==> config.mk <==
export PLATFORM = sky130hd
export DESIGN_NAME = mem_access_unit
export DESIGN_NICKNAME = d
export VERILOG_FILES = /design/src/rtl/mem_access_unit.sv
export SDC_FILE = /design/constraint.sdc
export NUM_CORES = 1
export LEC_CHECK = 0
export CAP_MARGIN = 20
export CORE_MARGIN = 1.5
export CORE_UTILIZATION = 33
export DETAILED_ROUTE_END_ITERATION = 10
export SLEW_MARGIN = 20
export SYNTH_ARGS = -nofsm -noshare
export SYNTH_HDL_FRONTEND = slang
export SYNTH_SLANG_ARGS = --single-unit
==> constraint.sdc <==
create_clock -name clk -period 5.5 [get_ports clk]
set_input_delay 0.825 -clock clk [delete_from_list [all_inputs] [get_ports clk]]
set_output_delay 0.825 -clock clk [all_outputs]
set_load 0.05 [all_outputs]
==> src/rtl/mem_access_unit.sv <==
`timescale 1ns/1ps
// Load/store initiator for the byte-addressable memory block. One request at a time;
// sub-word stores run as read-modify-write of the containing aligned word.
module mem_access_unit #(
  parameter int unsigned        AWIDTH    = 32,
  parameter int unsigned        DWIDTH    = 32,
  parameter logic [AWIDTH-1:0]  BASE_ADDR = 32'h0100_0000,
  parameter logic [AWIDTH-1:0]  MEM_BYTES = 32'h0001_0000
) (
  input  logic              clk,
  input  logic              rst,
  input  logic              req_valid_i,
  output logic              req_ready_o,
  input  logic              req_we_i,
  input  logic [AWIDTH-1:0] req_addr_i,
  input  logic [1:0]        req_size_i,
  input  logic              req_unsigned_i,
  input  logic [DWIDTH-1:0] req_wdata_i,
  output logic              resp_valid_o,
  input  logic              resp_ready_i,
  output logic [DWIDTH-1:0] resp_rdata_o,
  output logic              resp_err_o,
  output logic [AWIDTH-1:0] mem_addr_o,
  output logic [DWIDTH-1:0] mem_data_o,
  output logic              mem_read_en_o,
  output logic              mem_write_en_o,
  input  logic [DWIDTH-1:0] mem_data_i
);

  typedef enum logic [1:0] {StIdle, StRd, StWr, StResp} state_e;

  localparam logic [AWIDTH-1:0] LastWordOff = MEM_BYTES - AWIDTH'(4);

  state_e            state_q, state_d;
  logic              we_q, uns_q, err_q;
  logic [AWIDTH-1:0] addr_q;
  logic [1:0]        size_q;
  logic [DWIDTH-1:0] wdata_q, word_q, rdata_q;

  logic              accept, req_err;
  logic [AWIDTH-1:0] req_off;
  logic [7:0]        lane_b;
  logic [15:0]       lane_h;
  logic [DWIDTH-1:0] ld_data, merged;

  assign accept  = req_valid_i && req_ready_o;
  assign req_off = req_addr_i - BASE_ADDR;

  always_comb begin
    req_err = 1'b0;
    if (req_size_i == 2'b11)                             req_err = 1'b1;
    if (req_size_i == 2'b01 && req_addr_i[0])            req_err = 1'b1;
    if (req_size_i == 2'b10 && req_addr_i[1:0] != 2'b00) req_err = 1'b1;
    if (req_addr_i < BASE_ADDR || req_off > LastWordOff) req_err = 1'b1;
  end

  // Lane extraction straight from the combinational memory read data.
  assign lane_b = mem_data_i[{addr_q[1:0], 3'b000} +: 8];
  assign lane_h = mem_data_i[{addr_q[1], 4'b0000} +: 16];

  always_comb begin
    ld_data = mem_data_i;
    unique case (size_q)
      2'b00:   ld_data = uns_q ? {{(DWIDTH-8){1'b0}}, lane_b}
                               : {{(DWIDTH-8){lane_b[7]}}, lane_b};
      2'b01:   ld_data = uns_q ? {{(DWIDTH-16){1'b0}}, lane_h}
                               : {{(DWIDTH-16){lane_h[15]}}, lane_h};
      default: ld_data = mem_data_i;
    endcase
  end

  always_comb begin
    merged = word_q;
    unique case (size_q)
      2'b00:   merged[{addr_q[1:0], 3'b000} +: 8] = wdata_q[7:0];
      2'b01:   merged[{addr_q[1], 4'b0000} +: 16] = wdata_q[15:0];
      default: merged = wdata_q;
    endcase
  end

  always_comb begin
    state_d = state_q;
    unique case (state_q)
      StIdle: begin
        if (accept) begin
          if (req_err)                                state_d = StResp;
          else if (req_we_i && req_size_i == 2'b10)   state_d = StWr;
          else                                        state_d = StRd;
        end
      end
      StRd:    state_d = we_q ? StWr : StResp;
      StWr:    state_d = StResp;
      StResp:  if (resp_ready_i) state_d = StIdle;
      default: state_d = StIdle;
    endcase
  end

  always_ff @(posedge clk) begin
    if (rst) begin
      state_q <= StIdle;
      we_q    <= 1'b0;
      uns_q   <= 1'b0;
      err_q   <= 1'b0;
      addr_q  <= BASE_ADDR;
      size_q  <= 2'b00;
      wdata_q <= '0;
      word_q  <= '0;
      rdata_q <= '0;
    end else begin
      state_q <= state_d;
      if (accept) begin
        we_q    <= req_we_i;
        uns_q   <= req_unsigned_i;
        addr_q  <= req_addr_i;
        size_q  <= req_size_i;
        wdata_q <= req_wdata_i;
        err_q   <= req_err;
        rdata_q <= '0;
      end
      if (state_q == StRd) begin
        word_q <= mem_data_i;
        if (!we_q) rdata_q <= ld_data;
      end
    end
  end

  // Enables gated by rst combinationally: memory clears itself on write+reset.
  assign req_ready_o    = (state_q == StIdle) && !rst;
  assign mem_read_en_o  = (state_q == StRd) && !rst;
  assign mem_write_en_o = (state_q == StWr) && !rst;
  assign resp_valid_o   = (state_q == StResp) && !rst;
  assign resp_rdata_o   = rdata_q;
  assign resp_err_o     = err_q;
  assign mem_addr_o     = {addr_q[AWIDTH-1:2], 2'b00};
  assign mem_data_o     = merged;

endmodule
==> run_results.csv, run 1 <==
group,metric,value,unit
setup_path,cp.arrival,3580,ps
finish,utilization,47.1,%
die,die_x,144,µm
finish,fillerInstances,1957,
cts,cts_buffers,17,
synthesis,syn_avg_cell_area,8.36,µm²
die,die_y,144,µm
setup_path,crit_path_start_kind,"register",
sta,slew_viol_final,0,
global_routing,grt_pass1_wl,32700,µm
global_routing,grt_use_met2,33.2,%
die,core,19500,µm²
die,initial_core_util,33.7,%
placement,postPlaceCellArea,8510,µm²
global_routing,grt_max_degree,84,
die,die_area,20800,µm²
job,maxCapViolCount,0,
synthesis,netlist.area_leader.share,41.1,%
finish,final_area,9200,µm²
cts,holdBufCountCts,0,
worst_hold_path,hp-start,"resp_rdata_o[8]$_SDFF_PP0_",
drt,vias,6075,
synthesis,yosysWarnings,0,
die,rows,51,
sta,slew-limit-headroom,33.0,%
sta,fin_crit_sh,80.2,%
setup_path,path_class,"register to output port",
global_routing,use_met3,5.83,%
cts,htree_num_levels,4,
cts,cts.path.max_buffers,2,
cts,postCtsSetupBuffers,0,
placement,globalplace.congestion,0.844,
setup_path,cp-startpoint,"size_q[0]$_SDFFE_PP0P_",
global_routing,antenna_found_initial,0,
placement,dp_hpwl,15800,µm
sta,fin_tns_setup,0,ps
power,p_per_area,533,nW/µm²
sta,tightest_slew,1010,ps
global_routing,top_usage_layer,"met2",
cts,cts-resized-gates,0,
die,ios,205,
sta,timing.final.ws_setup,1090,ps
sta,fin_crit,4410,ps
drt,drtIter0Drc,390,
finish,fin_nets,1042,
finish,layout_commonest_cell,"clkdlybuf4s50_1",
placement,dp.cells,1174,
sta,setup_viol,0,
cts,cts_tree,"done",
power,p_leak,3.56,nW
setup_path,critPathMaxFanout,27,
sta,rsz0062_at_grt,"no",
drt,final_antenna_net_count,0,
finish,layout-drive-gt1-share,5.32,%
global_routing,globalRouteTotalUtil,21.1,%
finish,instances_no_fill,1205,
cts,clk_latency,410,ps
drt,drt_first_pass_iters,5,
synthesis,synth_area_leaders,"dfxtp_1 41%, nand2_1 11%, mux2i_1 7.8%",
sta,hold_viol_final,0,
cts,ctsRootBufferMaster,"clkbuf_16",
worst_hold_path,hold_class,"register to register",
outcome,status,"finished clean",
cts,cts.sinks,135,
setup_path,cp.required,4680,ps
sta,fmax,0.227,GHz
synthesis,synthFlopType,"dfxtp_1",
global_routing,overflow,0,
placement,dp_slack,1590,ps
sta,fin_skew,7.24,ps
synthesis,syn_inst,786,
global_routing,use_met1,28.3,%
drt,totalWireLength,22000,µm
synthesis,synth_edf_count,0,
global_routing,grt_pass1_vias,5747,
drt,viasPerCell,5.04,
finish,areaGrowthSynthToFinish,39.9,%
finish,diodes,0,
synthesis,ys_ff_latch,135,
finish,layout_common_cells,"201 x clkdlybuf4s50_1, 194 x nand2_1, 134 x dfxtp_1",
synthesis,async_reset_ff_share,0,%
synthesis,synth_top_cell_by_area,"dfxtp_1",
power,ir_worst_vdd,225,µV
drt,wl_per_cell,18.3,µm
setup_path,r2r-start,"state_q[1]$_SDFFE_PP0P_",
placement,port_buffers,202,
cts,clk_pin_slew_worst_paths,60,ps
drt,drcViolationCount,0,
synthesis,synth_area,6570,µm²
setup_path,end_kind,"output port",
synthesis,synth_cell_types,50,
synthesis,ys_seq_area_share,41.1,%
worst max-delay path: stages (launching register included):
cell and delay (ps):
dfxtp_1 950, inv_1 440, o21ai_0 350, buf_4 220, o21bai_2 220, a22o_1 190
clkdlybuf4s50_1 800
state kept, by name (all words and copies together), names as in the netlist:
signal / count
state_q: 2
we_q: 1
wdata_q: 32
resp_err_o: 1
addr_q: 32
uns_q: 1
resp_rdata_o: 32
word_q: 32
size_q: 2
synthesized netlist by cell type (2+ instances only):
library cell / count
nand2_1: 195
dfxtp_1: 135
nand3b_1: 63
mux2i_1: 51
nor2_1: 51
a21oi_1: 38
buf_4: 36
clkbuf_1: 32
a211oi_1: 21
o21ai_0: 20
a22o_1: 16
a22oi_1: 16
buf_2: 12
ha_1: 10
a221o_1: 8
nor4_1: 8
o221ai_1: 7
a221oi_1: 6
buf_1: 6
inv_1: 6
nor2b_1: 6
nor3_1: 5
o31ai_1: 5
nand4_1: 4
nand2b_1: 3
or3_1: 2
cell type report:
type	instances	area [µm²]	share of cell area [%]
timing repair buffer	209	2070	22.5
tap	265	332	3.61
clock buffer	20	467	5.08
clock inverter	11	219	2.38
sequential	135	2700	29.4
inverter	7	26.3	0.286
multi-input combinational	558	3380	36.7
metrics by stage:
| step | power (mW) | hold slack [ps] |
|---|---|---|
| after CTS | 4.93 | 439 |
| final | 4.90 | 438 |
| after floorplan | 2.93 | 438 |
| after global routing | 5.14 | 461 |
| after global placement | 3.60 | 427 |
| after detailed placement | 3.60 | 431 |
cell families (layout without fill, tap and decap cells):
| family | after synthesis | in the layout | share of synthesized area (%) |
|---|---|---|---|
| AND/OR/NAND/NOR | 349 | 349 | 25.6 |
| AO/OA/AOI/OAI | 145 | 145 | 15.4 |
| flip-flops | 135 | 135 | 41.1 |
| buffers and inverters | 94 | 247 | 7.77 |
| multiplexers | 52 | 52 | 8.11 |
| adder cells (fa/ha/maj) | 10 | 10 | 1.90 |
| other | 1 | 2 | 0.0571 |
per-layer routing:
layer	routed length (µm)	up-vias	part of all wire (%)
li1	-	2996	-
met1	9860	2829	45
met2	10200	227	46
met3	1660	23	7.5
met4	299	0	1.4
met5	0	-	0
report_power, final:
part / total (mW) / internal, mW / switching, mW
Clock: 1.32 / 0.887 / 0.436
Sequential: 1.44 / 1.22 / 0.220
Combinational: 2.14 / 0.755 / 1.38
Total: 4.90 / 2.86 / 2.04
path summary, 6_finish.rpt:
check	slack (ps)	depth (start not counted)	to
setup / recovery	1090	6	mem_data_o[3]
hold / removal	440	2	resp_rdata_o[8]$_SDFF_PP0_
setup reg to reg	2890	7	resp_rdata_o[4]$_SDFF_PP0_
hold reg to reg	440	2	resp_rdata_o[8]$_SDFF_PP0_
No activity file was read; power rests on OpenSTA's default activity.
==> run 2: changes to the inputs <==
- clock period: 5.5 -> 3.9 ns (I/O delays scaled with it)
==> run_results.csv, run 2 (synthesized netlist as in run 1, its figures left out) <==
group,metric,value,unit
setup_path,cp_cell_sequence,"inv_1 > ha_1 > nor2b_1 > a32o_1 > a22oi_1 > o21ai_0 > buf_12",
drt,final_antenna_net_count,0,
power,p_comb_share,47.9,%
cts,cts_tree,"done",
sta,hold_viol_final,0,
cts,cts_buffers,17,
cts,clk_latency,430,ps
power,finalPower,7.01,mW
global_routing,grt_max_degree,74,
power,ir_worst_vdd,344,µV
die,die_x,144,µm
die,rows,51,
power,internal_power,4.04,mW
global_routing,globalRouteTotalUtil,21.9,%
die,ios,205,
finish,utilization,48.5,%
finish,layout_common_cells,"194 x nand2_1, 169 x clkdlybuf4s50_1, 134 x dfxtp_1",
placement,port_buffers,202,
drt,drcViolationCount,0,
finish,layout_commonest_cell,"nand2_1",
placement,dp.cells,1179,
cts,postCtsSetupBuffers,0,
finish,layout-drive-gt1-share,9.10,%
setup_path,end_kind,"output port",
finish,areaGrowthSynthToFinish,44.1,%
drt,viasPerCell,5.09,
die,die_area,20800,µm²
setup_path,cp.required,3310,ps
setup_path,path_delay_family,"compound AO/OA/AOI/OAI gates",
power,switching_share,42.3,%
setup_path,cp_num_buf_inv,2,
finish,fin_nets,1047,
sta,setup_viol,0,
setup_path,max_stage_delay,510,ps
sta,slew_viol_final,0,
sta,tightest_slew,817,ps
power,power_switching,2.97,mW
cts,cts-resized-gates,0,
placement,dp_hpwl,16200,µm
cts,cts.path.max_buffers,2,
sta,fmax,0.285,GHz
finish,diodes,0,
worst_hold_path,hold_class,"register to register",
drt,totalWireLength,22600,µm
sta,fin_tns_setup,0,ps
sta,fin_crit,3510,ps
drt,wl_per_cell,18.7,µm
setup_path,cp.arrival,2920,ps
setup_path,crit_slowest_cell,"dfxtp_1",
cts,holdBufCountCts,0,
placement,globalplace.congestion,0.834,
die,initial_core_util,33.7,%
job,maxCapViolCount,0,
global_routing,grt_pass1_vias,5792,
setup_path,crit_path_start_kind,"register",
power,p_per_area,740,nW/µm²
outcome,status,"finished clean",
sta,fin_crit_sh,89.9,%
global_routing,antenna_found_initial,0,
cts,ctsRootBufferMaster,"clkbuf_16",
global_routing,grt_pass1_wl,33900,µm
drt,drt_first_pass_iters,5,
finish,final_area,9470,µm²
die,die_y,144,µm
die,core,19500,µm²
sta,slew-limit-headroom,44.0,%
global_routing,overflow,0,
power,clockPowerShare,23.8,%
sta,rsz0062_at_grt,"no",
drt,vias,6163,
cts,cts.sinks,135,
setup_path,critPathMaxFanout,10,
drt,drtIter0Drc,326,
cts,htree_num_levels,4,
sta,fin_skew,9.08,ps
power,pwr-share-seq,28.4,%
setup_path,path_class,"register to output port",
finish,instances_no_fill,1210,
power,p_leak,3.68,nW
cts,clk_pin_slew_worst_paths,60,ps
placement,postPlaceCellArea,8870,µm²
[run 2: changes by cell type in the layout (fill, tap and decap cells not counted), sizes merged]
cell / delta
buf: +37
clkdlybuf4s50: -32
clkinvlp: +5
bufinv: -3
clkinv: -2
[run 2: per-stage QoR]
stage               hold WS [ps]  worst slack [ps]
finish                       437               395
global route                 468               191
CTS                          437               354
detailed placement           431               839
global placement             429               935
floorplan                    438               635
[run 2: path summary, 6_finish.rpt]
kind                                from  slack [ps]                           to  cells past startpoint
max reg2reg      state_q[1]$_SDFFE_PP0P_        1340  resp_rdata_o[18]$_SDFF_PP0_                      6
min reg2reg  resp_rdata_o[12]$_SDFF_PP0_         440  resp_rdata_o[12]$_SDFF_PP0_                      2
min          resp_rdata_o[12]$_SDFF_PP0_         440  resp_rdata_o[12]$_SDFF_PP0_                      2
max               addr_q[0]$_SDFFE_PP0P_         390               mem_data_o[18]                      7
[run 2: worst min-delay path, cell delays in order, from the launching register on]
cell,delay (ps)
dfxtp_1,300
nand2_1,50
nand2_1,40
[run 2: area by class of cell]
class,count,area (µm²)
fillers,1907,10100
multi-input cells,558,3380
flip-flops and latches,135,2700
repair buffers,214,2430
clock buffers,20,457
well taps,265,332
clock inverters,11,149
inverters,7,26.3
[run 2: metal layers]
layer  track usage [%]  vias up  routed length (µm)  share of wire, %
li1                  -     3010                   -                 -
met1              28.4     2891                9950                44
met2              34.8      236               10600                47
met3              6.66       26                1640               7.3
met4              6.71        0                 436               1.9
met5                 0        -                   0                 0
[run 2: power groups by stage]
stage / logic (mW) / clock network [mW] / registers [mW]
2_1_floorplan: 1.82 / 0 / 2.31
3_3_place_gp: 3.34 / 0 / 2.01
3_5_place_dp: 3.35 / 0 / 2.01
4_1_cts: 3.36 / 1.69 / 1.99
5_1_grt: 3.56 / 1.77 / 2.02
6_report: 3.35 / 1.67 / 1.99
==> run 3: changes to the inputs <==
- CORE_ASPECT_RATIO: default -> 1.4
- CORE_UTILIZATION: 33 -> 51
- PLACE_DENSITY: default -> 0.86
- clock period: 3.9 -> 4.24 ns (I/O delays scaled with it)
==> run_results.csv, run 3 (synthesized netlist as in run 1, its figures left out) <==
group,metric,value,unit
outcome,status,"finished with violations",
outcome,violations,"DRC",
cts,cts.sinks,135,
sta,slew-limit-headroom,35.5,%
drt,wl_per_cell,18.9,µm
die,core,12400,µm²
sta,fmax,0.270,GHz
die,rows,48,
cts,cts.path.max_buffers,2,
setup_path,path_class,"register to output port",
finish,fin_nets,1043,
setup_path,worstRegToRegCells,7,
global_routing,globalRouteTotalUtil,29.7,%
drt,final_antenna_net_count,0,
die,die_x,98.9,µm
placement,globalplace.congestion,0.928,
global_routing,grt_pass1_wl,31100,µm
power,p_leak,3.59,nW
worst_hold_path,min_to,"resp_rdata_o[13]$_SDFF_PP0_",
sta,fin_tns_setup,0,ps
cts,ctsRootBufferMaster,"clkbuf_16",
drt,vias,6355,
global_routing,overflow,0,
sta,slew_viol_final,0,
placement,port_buffers,202,
setup_path,crit_slowest_cell,"dfxtp_1",
finish,final_area,8980,µm²
setup_path,critPathMaxFanout,27,
power,finalPower,6.11,mW
sta,fin_skew,5.79,ps
finish,layout_common_cells,"194 x nand2_1, 169 x clkdlybuf4s50_1, 134 x dfxtp_1",
die,die_area,13600,µm²
cts,holdBufCountCts,0,
setup_path,worstReg2RegEnd,"resp_rdata_o[2]$_SDFF_PP0_",
power,ir_worst_vdd,460,µV
cts,clk_pin_slew_worst_paths,60,ps
setup_path,r2r-start,"state_q[1]$_SDFFE_PP0P_",
die,ios,205,
sta,tightest_slew,967,ps
worst_hold_path,hold_class,"register to register",
cts,clk_latency,410,ps
power,p_per_area,680,nW/µm²
cts,cts_tree,"done",
setup_path,crit_path_start_kind,"register",
finish,layout_commonest_cell,"nand2_1",
global_routing,grt_pass1_vias,5804,
sta,hold_viol_final,0,
placement,dp_hpwl,15100,µm
drt,drt_first_pass_iters,10,
setup_path,end_kind,"output port",
die,die_y,137,µm
sta,rsz0062_at_grt,"no",
job,maxCapViolCount,0,
sta,fin_crit,3700,ps
die,initial_core_util,52.9,%
cts,cts-resized-gates,0,
cts,htree_num_levels,4,
cts,cts_buffers,17,
setup_path,cp_cell_sequence,"inv_1 > a21oi_1 > a22o_1 > buf_4",
sta,fin_crit_sh,87.3,%
finish,areaGrowthSynthToFinish,36.6,%
drt,viasPerCell,5.82,
worst_hold_path,whs_path_depth,2,
worst_hold_path,hp-start,"resp_rdata_o[13]$_SDFF_PP0_",
sta,setup_viol,0,
setup_path,cp.required,3600,ps
setup_path,r2r_slack,1620,ps
drt,drcViolationCount,15,
global_routing,grt_max_degree,78,
global_routing,antenna_found_initial,0,
finish,layout-drive-gt1-share,8.92,%
drt,totalWireLength,20700,µm
drt,drtIter0Drc,523,
setup_path,max_stage_delay,950,ps
cts,postCtsSetupBuffers,0,
finish,diodes,0,
setup_path,cp.arrival,3060,ps
placement,postPlaceCellArea,8410,µm²
## run 3: changes by cell type in the layout (fill, tap and decap cells not counted), sizes merged
| cell | previous run | this run |
|---|---|---|
| buf | 45 | 41 |
| bufinv | 3 | 1 |
| clkbuf | 20 | 19 |
| clkinv | 2 | 5 |
| clkinvlp | 6 | 4 |
| inv | 7 | 10 |
## run 3: worst max-delay path by stage
| stage | to | startpoint | slack [ps] |
|---|---|---|---|
| global route | mem_data_o[4] | size_q[0]$_SDFFE_PP0P_ | 450 |
| global placement | mem_data_o[0] | size_q[0]$_SDFFE_PP0P_ | 1190 |
| detailed placement | mem_data_o[0] | size_q[0]$_SDFFE_PP0P_ | 1070 |
| finish | mem_data_o[5] | size_q[0]$_SDFFE_PP0P_ | 540 |
| floorplan | mem_data_o[16] | addr_q[0]$_SDFFE_PP0P_ | 920 |
| CTS | mem_data_o[5] | size_q[0]$_SDFFE_PP0P_ | 630 |
## run 3: routing by layer
| metal | global-route usage (%) | share of wire [%] | routed length (µm) |
|---|---|---|---|
| met1 | 33.9 | 37 | 7700 |
| met2 | 51.8 | 51 | 10600 |
| met3 | 5.53 | 6.4 | 1320 |
| met4 | 17.6 | 5.2 | 1070 |
| met5 | 0 | 0 | 0 |
## run 3: per-stage QoR
step / std cells / setup WS (ps) / util, % / hold slack [ps]
after CTS: 1092 / 633 / 72.2 / 439
after global routing: 1092 / 454 / 72.2 / 457
final: 1092 / 540 / 72.2 / 439
after floorplan: 787 / 924 / - / 438
after detailed placement: 1060 / 1070 / 67.6 / 431
after global placement: 1060 / 1190 / 67.6 / 426
## run 3: power by group
group	switching (mW)	leakage [nW]	total (mW)	internal, mW
clock network	0.581	0.273	1.42	0.842
logic	1.83	2.21	2.83	1.00
registers	0.263	1.11	1.85	1.58
## run 3: area by class of cell
type	count	area (µm²)
Clock inverter	13	119
Fill cell	958	3450
Clock buffer	19	453
Tap cell	150	188
Sequential cell	135	2700
Inverter	7	26.3
Multi-Input combinational cell	558	3380
Timing Repair Buffer	210	2110
## run 3: worst max-delay path: cells and delay by family (launching register included)
family / cells / cell delay, ps
AOI/OAI and AO/OA: 2 / 1060
DFF: 1 / 950
buffers and inverters: 2 / 640
